<file path="config.mk">
export PLATFORM = sky130hd
export DESIGN_NAME = prescaled_updown_counter
export DESIGN_NICKNAME = d
export VERILOG_FILES = /design/src/rtl/prescaled_updown_counter_pkg.sv /design/src/rtl/prescaled_updown_counter_tick_prescaler.sv /design/src/rtl/prescaled_updown_counter.sv
export SDC_FILE = /design/constraint.sdc
export NUM_CORES = 1
export LEC_CHECK = 0
export ABC_AREA = 1
export BUFFER_PORTS_ARGS = -buffer_cell sky130_fd_sc_hd__buf_2
export CORE_UTILIZATION = 40
export DETAILED_ROUTE_END_ITERATION = 12
export PLACE_DENSITY = 0.6
export SYNTH_ARGS = -nofsm -noshare
export SYNTH_HDL_FRONTEND = slang
export SYNTH_SLANG_ARGS = --single-unit
</file>
<file path="constraint.sdc">
create_clock -name clock -period 1.8 [get_ports clock]
set_input_delay 0.18 -clock clock [delete_from_list [all_inputs] [get_ports clock]]
set_output_delay 0.18 -clock clock [all_outputs]
set_load 0.01 [all_outputs]
</file>
<file path="src/rtl/prescaled_updown_counter_pkg.sv">
// rtl/prescaled_updown_counter_pkg.sv - mode encodings shared by the counter and its bench
package prescaled_updown_counter_pkg;

    localparam logic [1:0] MODE_WRAP   = 2'b00;
    localparam logic [1:0] MODE_SAT    = 2'b01;
    localparam logic [1:0] MODE_BOUNCE = 2'b10;

endpackage

</file>
<file path="src/rtl/prescaled_updown_counter_tick_prescaler.sv">
// rtl/prescaled_updown_counter_tick_prescaler.sv - divide-by-DIV enable tick generator
module tick_prescaler #(
    parameter int DIV = 7
) (
    input  logic clock,
    input  logic rst,
    input  logic en,
    input  logic clr,
    output logic tick
);

    localparam int PW = (DIV > 1) ? $clog2(DIV) : 1;
    localparam logic [PW-1:0] LAST = PW'(DIV - 1);

    logic [PW-1:0] r_psc;

    always_ff @(posedge clock or posedge rst) begin
        if (rst) begin
            r_psc <= '0;
        end else if (clr) begin
            r_psc <= '0;
        end else if (en) begin
            r_psc <= (r_psc == LAST) ? '0 : r_psc + PW'(1);
        end
    end

    // With DIV=1 LAST is 0 and r_psc never leaves 0, so tick simply follows en.
    assign tick = en && (r_psc == LAST);

endmodule

</file>
<file path="src/rtl/prescaled_updown_counter.sv">
// rtl/prescaled_updown_counter.sv - prescaled up/down counter with wrap, saturate and bounce modes
module prescaled_updown_counter
    import prescaled_updown_counter_pkg::*;
#(
    parameter int WIDTH = 6,
    parameter int DIV   = 7
) (
    input  logic             clock,
    input  logic             rst,
    input  logic             en,
    input  logic             dir,
    input  logic [1:0]       mode,
    input  logic             load,
    input  logic [WIDTH-1:0] load_val,
    output logic [WIDTH-1:0] count,
    output logic             tick,
    output logic             evt,
    output logic             dir_eff,
    output logic             at_max,
    output logic             at_min
);

    localparam logic [WIDTH-1:0] MAX = '1;
    localparam logic [WIDTH-1:0] ONE = WIDTH'(1);

    logic [WIDTH-1:0] r_count;
    logic             r_evt;
    logic             r_bdir;

    logic             w_tick;
    logic             w_up;
    logic [WIDTH-1:0] w_next;
    logic             w_evt;
    logic             w_bdir_step;

    tick_prescaler #(.DIV(DIV)) u_psc (
        .clock (clock),
        .rst   (rst),
        .en    (en),
        .clr   (load),
        .tick  (w_tick)
    );

    assign w_up = (mode == MODE_BOUNCE) ? r_bdir : dir;

    always_comb begin
        w_next      = r_count;
        w_evt       = 1'b0;
        w_bdir_step = r_bdir;
        case (mode)
            MODE_SAT: begin
                if (w_up) begin
                    if (r_count != MAX) w_next = r_count + ONE;
                end else begin
                    if (r_count != '0) w_next = r_count - ONE;
                end
            end
            MODE_BOUNCE: begin
                if (r_bdir) begin
                    if (r_count == MAX) begin
                        w_next      = MAX - ONE;
                        w_bdir_step = 1'b0;
                        w_evt       = 1'b1;
                    end else begin
                        w_next = r_count + ONE;
                    end
                end else begin
                    if (r_count == '0) begin
                        w_next      = ONE;
                        w_bdir_step = 1'b1;
                        w_evt       = 1'b1;
                    end else begin
                        w_next = r_count - ONE;
                    end
                end
            end
            default: begin
                // 2'b11 falls through here and behaves as wrap.
                w_next = w_up ? r_count + ONE : r_count - ONE;
                w_evt  = w_up ? (r_count == MAX) : (r_count == '0);
            end
        endcase
    end

    always_ff @(posedge clock or posedge rst) begin
        if (rst) begin
            r_count <= '0;
            r_evt   <= 1'b0;
            r_bdir  <= 1'b1;
        end else if (load) begin
            r_count <= load_val;
            r_evt   <= 1'b0;
            r_bdir  <= dir;
        end else begin
            r_evt <= w_tick && w_evt;
            if (w_tick) r_count <= w_next;
            // Outside bounce the stored direction tracks dir so bounce starts from it.
            if (mode != MODE_BOUNCE) r_bdir <= dir;
            else if (w_tick)         r_bdir <= w_bdir_step;
        end
    end

    assign count   = r_count;
    assign tick    = w_tick;
    assign evt     = r_evt;
    assign dir_eff = (mode == MODE_BOUNCE) ? r_bdir : dir;
    assign at_max  = (r_count == MAX);
    assign at_min  = (r_count == '0);

endmodule

</file>
==> results.ini, run 1 <==
[worst_hold_path]
whs_endpoint = u_psc.r_psc[1]
hp-class = primary input to register
holdPathStages = 3
hp-start = en

[synthesis]
synth-seq-area-share_pct = 25.20
synthTopCellsByCount = 42 x nand2_1, 21 x inv_1, 18 x nor2_1
synth_nets = 184
synth_edf_count = 0
ys_types = 30
syn_inst = 166
synthesis.area_um2 = 1097
synth_area_per_cell_um2 = 6.610
synth-main-ff-cell = dfrtp_1
async_reset_ff_share_pct = 100.0
synth_most_common_cell = nand2_1
synth_top_area_share_pct = 22.81
synth_area_leaders = dfrtp_1 23%, nand2_1 14%, nand3_1 7.8%
synth-seq-cells = 11
yosys.area.top_type = dfrtp_1
ys_warn_count = 0

[status]
status = complete, no violations

[critical_path]
required_ns = 1.95
worstPathMaxFanout = 6
rrSetupSlack_ns = 0.13
worstSetupStartpointType = register
crit_type = register to register
path_cells = inv_1, ha_1, nand3_2, nand2_2, nor2_1, nor3_1, o21ai_2
slowest_delay_ns = 0.45
r2r_cells = 7
cp.arrival_ns = 1.82
path_delay_family = simple AND/OR/NAND/NOR gates
cp_slowest_cell = dfrtp_1
rr_startpoint = count[1]
r2r-end = count[1]
crit_buf_inv = 1
end_kind = register

[final_layout]
drive_above_1_share_pct = 28.21
regArea_um2 = 276.5
fin_nets = 214
fill_cells = 259
layoutNonFillerInstCount = 225
antenna_cells = 0
syn_to_final_growth_pct = 18.36
multi_input_area_um2 = 703.2
final_area_um2 = 1299

[floorplanning]
row_count = 18
core_um2 = 2545
fp.dieH_um = 54.38
start_util_pct = 43.12
fp.dieArea_um2 = 2957
die_x_um = 54.38
num_io_pins = 24

[timing]
tns_ns = 0
hold_viol_final = 0
setup_viol = 0
worst_pin_slew_ns = 0.4076
slew_headroom_pct = 72.79
rsz0062_at_grt = false
layout_min_cycle_time_ns = 1.672
period_share_pct = 92.86
max_freq_ghz = 0.5982
hold_ws_ns = 0.1855
drv_slew = 0
fin_worst_skew_ns = 0.004480

[global_routing]
grt_pass1_vias = 974
grt_max_degree = 12
grt_use_total_pct = 21.62
antenna_found_initial = 0
grt_pass1_wl_mm = 4.505
grtUsageMet3_pct = 5.833
grt_util_met2_pct = 36.38
grt_overflow = 0
grt.busiest_layer = met2
grt_use_met1_pct = 28.19

[power_and_ir_drop]
p_seq_share_pct = 36.8
intPower_uw = 514.6
irDropWorstVdd_mv = 0.5110
power_frac_comb_pct = 43.9
p_per_area_nw_per_um2 = 688.2
clkPwrFrac_pct = 19.4
p_leak_nw = 0.7345
p_sw_share_pct = 42.42
p_switching_uw = 379.1

[clock_network]
clk_latency_ns = 0.27
post_cts_resized = 0
ctsHtreeMaxLevel = 1
tritoncts = built
path_clk_slew_ns = 0.07
cts_setup_buffers = 0
numCtsBuffers = 3
cts.path.max_buffers = 2
cts_root_buf = clkbuf_4
cts_sinks = 11

[drt]
vias = 1116
drt_wl_total_mm = 2.797
wl_per_cell_um = 12.43
ant_nets = 0
viasPerCell = 4.960
drt_iter0_markers = 28
dr.pass1.iters = 5
drc = 0

[place]
placedCellCount = 220
portBuffers = 23
dp_hpwl_mm = 2.287
dpl-instance-area_um2 = 1262
place.gp.congestion = 0.8772

[job]
max-cap-violations = 0

-- state kept, by name (all words and copies together), names as in the netlist --
signal and cells:
count 6, u_psc.r_psc 3, r_bdir 1, evt 1
-- per-stage QoR --
stage / util (%) / worst slack, ns / power (mW)
final: 51.03 / 0.1285 / 0.8938
after global routing: 51.03 / 0.03587 / 0.9689
after CTS: 51.03 / 0.1473 / 0.8996
after detailed placement: 49.61 / 0.1637 / 0.7234
after global placement: 49.61 / 0.1450 / 0.7215
after floorplan: - / 0.3413 / 0.5980
-- cells by family after synthesis --
| logic type | after synthesis | share of synthesized area [%] |
|---|---|---|
| compound gates | 20 | 12.09 |
| xor+xnor | 3 | 2.395 |
| fa+ha+maj | 5 | 5.701 |
| buf+inv | 28 | 10.72 |
| flops | 11 | 25.20 |
| simple gates | 99 | 43.90 |
-- layout make-up --
type                            instances  area share [%]
Clock buffer                            4           2.023
Inverter                               26           8.285
Multi-Input combinational cell        127           54.14
Sequential cell                        11           21.29
Tap cell                               30           2.890
Timing Repair Buffer                   27           11.37
-- cells in the final DEF (no fill, tap or decap) --
cell / netlist / layout
nand2_1: 42 / 42
buf_2: 2 / 23
inv_1: 21 / 21
nor2_1: 18 / 18
nand3_1: 17 / 17
dfrtp_1: 10 / 10
nand2_2: 6 / 6
o21ai_2: 5 / 5
ha_1: 5 / 5
o21ai_0: 4 / 4
nand2_4: 4 / 4
a21oi_1: 4 / 4
nor2_2: 3 / 3
inv_2: 3 / 3
nor3_1: 3 / 3
nand4_1: 3 / 3
clkbuf_4: 0 / 3
buf_4: 0 / 3
xor2_1: 2 / 2
o21ai_1: 2 / 2
a31oi_1: 1 / 1
o2111ai_1: 1 / 1
nand3_2: 1 / 1
clkinv_4: 1 / 1
nand3b_4: 1 / 1
inv_6: 1 / 1
xnor2_1: 1 / 1
o211ai_1: 1 / 1
a21boi_1: 1 / 1
and2_1: 1 / 1
o221ai_1: 1 / 1
clkbuf_1: 0 / 1
dlygate4sd3_1: 0 / 1
dfstp_2: 1 / 1
-- repair_timing --
item,in CTS,in global routing
setup endpoints to repair,0,0
hold endpoints to repair,10,0
hold buffers,1,0
-- worst min-delay path, stage by stage --
cell       delay (ns)
buf_2            0.11
o2111ai_1        0.08
nand2_1          0.05
-- power by group through the flow --
| stage | registers, mW | clock network (mW) | logic (mW) |
|---|---|---|---|
| after floorplan | 0.325 | 0 | 0.273 |
| after global placement | 0.333 | 0 | 0.389 |
| after detailed placement | 0.333 | 0 | 0.390 |
| after CTS | 0.329 | 0.178 | 0.393 |
| after global routing | 0.334 | 0.194 | 0.441 |
| final | 0.329 | 0.173 | 0.392 |
-- routing by layer --
layer	share of wire, %	wire length, um
met1	48	1335
met2	48	1335
met3	4.5	126
met4	0	0
met5	0	0
-- worst max path at each step --
stage                  start  endpoint  slack (ns)  depth (start not counted)
global placement    count[1]  count[1]        0.15                          7
CTS                 count[1]  count[1]        0.15                          7
floorplan           count[0]  count[1]        0.34                          7
global route        count[1]    at_max        0.04                          6
finish              count[1]  count[1]        0.13                          7
detailed placement  count[1]  count[1]        0.16                          7
No activity file was read; power rests on OpenSTA's default activity.
==> run 2: changes to the inputs <==
==> constraint.sdc (replaced) <==
create_clock -name clock -period 1.7 [get_ports clock]
set_input_delay 0.17 -clock clock [delete_from_list [all_inputs] [get_ports clock]]
set_output_delay 0.17 -clock clock [all_outputs]
set_load 0.01 [all_outputs]
==> results.ini, run 2 (same netlist as run 1, synthesis figures left out) <==
[timing]
hold_viol_final = 0  ; unchanged
worst_pin_slew_ns = 0.4395  ; +0.03183 ns
setup_viol = 0  ; unchanged
fin_worst_skew_ns = 0.01016  ; +0.005677 ns
layout_min_cycle_time_ns = 1.568  ; -0.1034 ns
tns_ns = 0  ; unchanged
rsz0062_at_grt = false
max_freq_ghz = 0.6377  ; +6.6%
period_share_pct = 92.25  ; -0.62 points
drv_slew = 0  ; unchanged
slew_headroom_pct = 70.67  ; -2.1 points
worst_slack_ns = 0.1318  ; +0.003368 ns

[power_and_ir_drop]
p_per_area_nw_per_um2 = 727.5  ; +5.7%
clkPwrFrac_pct = 19.1  ; -0.3 points
p_seq_share_pct = 35.6  ; -1.2 points
p_switching_uw = 406.8  ; +7.3%
power_frac_comb_pct = 45.4  ; +1.5 points
p_leak_nw = 0.7514  ; +2.3%
irDropWorstVdd_mv = 0.5603  ; +9.7%
p_sw_share_pct = 42.00  ; -0.42 points
intPower_uw = 561.8  ; +9.2%

[final_layout]
drive_above_1_share_pct = 30.15  ; +1.9 points
syn_to_final_growth_pct = 21.32
largest_reg_flops = 6  ; unchanged
final_common_cell = nand2_1
fill_cells = 257  ; -0.77%
final_cell_mix = 42 x nand2_1, 23 x buf_2, 21 x inv_1, 18 x nor2_1, 17 x nand3_1
fin_nets = 218  ; +1.9%
final_area_um2 = 1331  ; +2.5%
antenna_cells = 0  ; unchanged
multi_input_area_um2 = 705.7  ; +0.36%
regArea_um2 = 276.5  ; unchanged

[clock_network]
ctsHtreeMaxLevel = 1  ; unchanged
cts.path.max_buffers = 2  ; unchanged
path_clk_slew_ns = 0.08  ; about the same
tritoncts = built
cts_sinks = 11  ; unchanged
numCtsBuffers = 3  ; unchanged
cts_root_buf = clkbuf_4
clk_latency_ns = 0.28  ; about the same

[critical_path]
cpMostUsedCell = nand2_4
r2r_cells = 10  ; +3
worstPathMaxFanout = 7  ; +1
slowest_delay_ns = 0.42  ; -0.03 ns
rr_startpoint = count[0]
r2r-end = count[4]
required_ns = 1.86  ; -0.09 ns
path_cells = inv_1, ha_1, nand3_2, buf_4, nand2_4, nand3b_4, nand2_4, inv_6, nor2_2, nor2_1
path_delay_family = simple AND/OR/NAND/NOR gates
crit_buf_inv = 3  ; +2
worstSetupStartpointType = register
rrSetupSlack_ns = 0.13  ; about the same
crit_type = register to register
cp.arrival_ns = 1.73  ; -0.09 ns
cp_slowest_cell = dfrtp_1
end_kind = register

[status]
status = complete, no violations

[global_routing]
grt_max_degree = 12  ; unchanged
grt_use_total_pct = 23.47  ; +1.8 points
grt_pass1_vias = 1121  ; +15%
grt_pass1_wl_mm = 5.037  ; +12%
grt_overflow = 0  ; unchanged
antenna_found_initial = 0  ; unchanged

[drt]
ant_nets = 0  ; unchanged
vias = 1185  ; +6.2%
viasPerCell = 5.175  ; +4.3%
wl_per_cell_um = 12.98  ; +4.4%
dr.pass1.iters = 4  ; -1
drt_wl_total_mm = 2.973  ; +6.3%
drc = 0  ; unchanged
drt_iter0_markers = 20  ; -29%

[floorplanning]
die_x_um = 54.38  ; unchanged
row_count = 18  ; unchanged
core_um2 = 2545  ; unchanged
num_io_pins = 24  ; unchanged
fp.dieH_um = 54.38  ; unchanged
start_util_pct = 43.12  ; unchanged
fp.dieArea_um2 = 2957  ; unchanged

[job]
max-cap-violations = 0  ; unchanged

[place]
portBuffers = 23  ; unchanged
dpl-instance-area_um2 = 1285  ; +1.8%
place.gp.congestion = 0.8344  ; -4.9%
place_ws_ns = 0.1309  ; -0.03281 ns
dp_hpwl_mm = 2.384  ; +4.2%

[worst_hold_path]
holdPathStages = 3  ; unchanged
whs_endpoint = u_psc.r_psc[1]
hp-class = primary input to register
hp-start = en

run 2: cell types whose count changed in the layout (fill, tap and decap cells not counted), sizes merged:
cell,delta
buf,+4
run 2: how the worst max path moves through the flow:
stage,cells past startpoint,endpoint,from,slack [ns]
after floorplan,7,count[1],count[0],0.24
after global placement,12,count[0],mode[0],0.16
after detailed placement,12,count[0],mode[0],0.13
after CTS,10,count[0],count[0],0.14
after global routing,12,count[4],count[0],0.004
final,10,count[4],count[0],0.13
run 2: worst reg2reg max path, delay by kind of cell (launching register included):
kind                       cells  cell delay [ns]
buffers and inverters          3             0.35
adders and majority gates      1             0.17
DFF                            1             0.42
and+or+nand+nor                6             0.51
run 2: layout make-up:
| cell class | count | share of cell area, % |
|---|---|---|
| timing repair buffer | 31 | 13.35 |
| tap | 30 | 2.820 |
| inverter | 26 | 8.083 |
| clock buffer | 4 | 1.974 |
| multi-input combinational | 127 | 53.01 |
| sequential | 11 | 20.77 |
run 2: per-stage QoR:
| step | hold WS (ns) | std cells | power, mW | util [%] |
|---|---|---|---|---|
| 2_1_floorplan | 0.02172 | 166 | 0.6331 | - |
| 3_3_place_gp | 0.1871 | 223 | 0.7709 | 50.49 |
| 3_5_place_dp | 0.1874 | 223 | 0.7755 | 50.49 |
| 4_1_cts | 0.1713 | 228 | 0.9637 | 51.92 |
| 5_1_grt | 0.1831 | 229 | 1.053 | 52.31 |
| 6_report | 0.1746 | 229 | 0.9685 | 52.31 |
run 2: layer usage:
metal	track usage, %	wire length (um)
met1	30.37	1345
met2	39.84	1464
met3	6.111	146
met4	2.991	17
met5	0	0
run 2: repair_timing:
| item | in CTS | in global routing |
|---|---|---|
| endpoints found under the setup margin | 0 | 1 |
| hold buffers | 1 | 0 |
| buffers inserted | 0 | 1 |
| endpoints found under the hold margin | 10 | 0 |
| resized for setup | 0 | 1 |
run 2: power by group through the flow:
stage	clock [mW]	combinational, mW	sequential (mW)
after floorplan	0	0.289	0.344
after global placement	0	0.426	0.345
after detailed placement	0	0.428	0.347
after CTS	0.189	0.432	0.342
after global routing	0.205	0.499	0.348
final	0.185	0.439	0.345
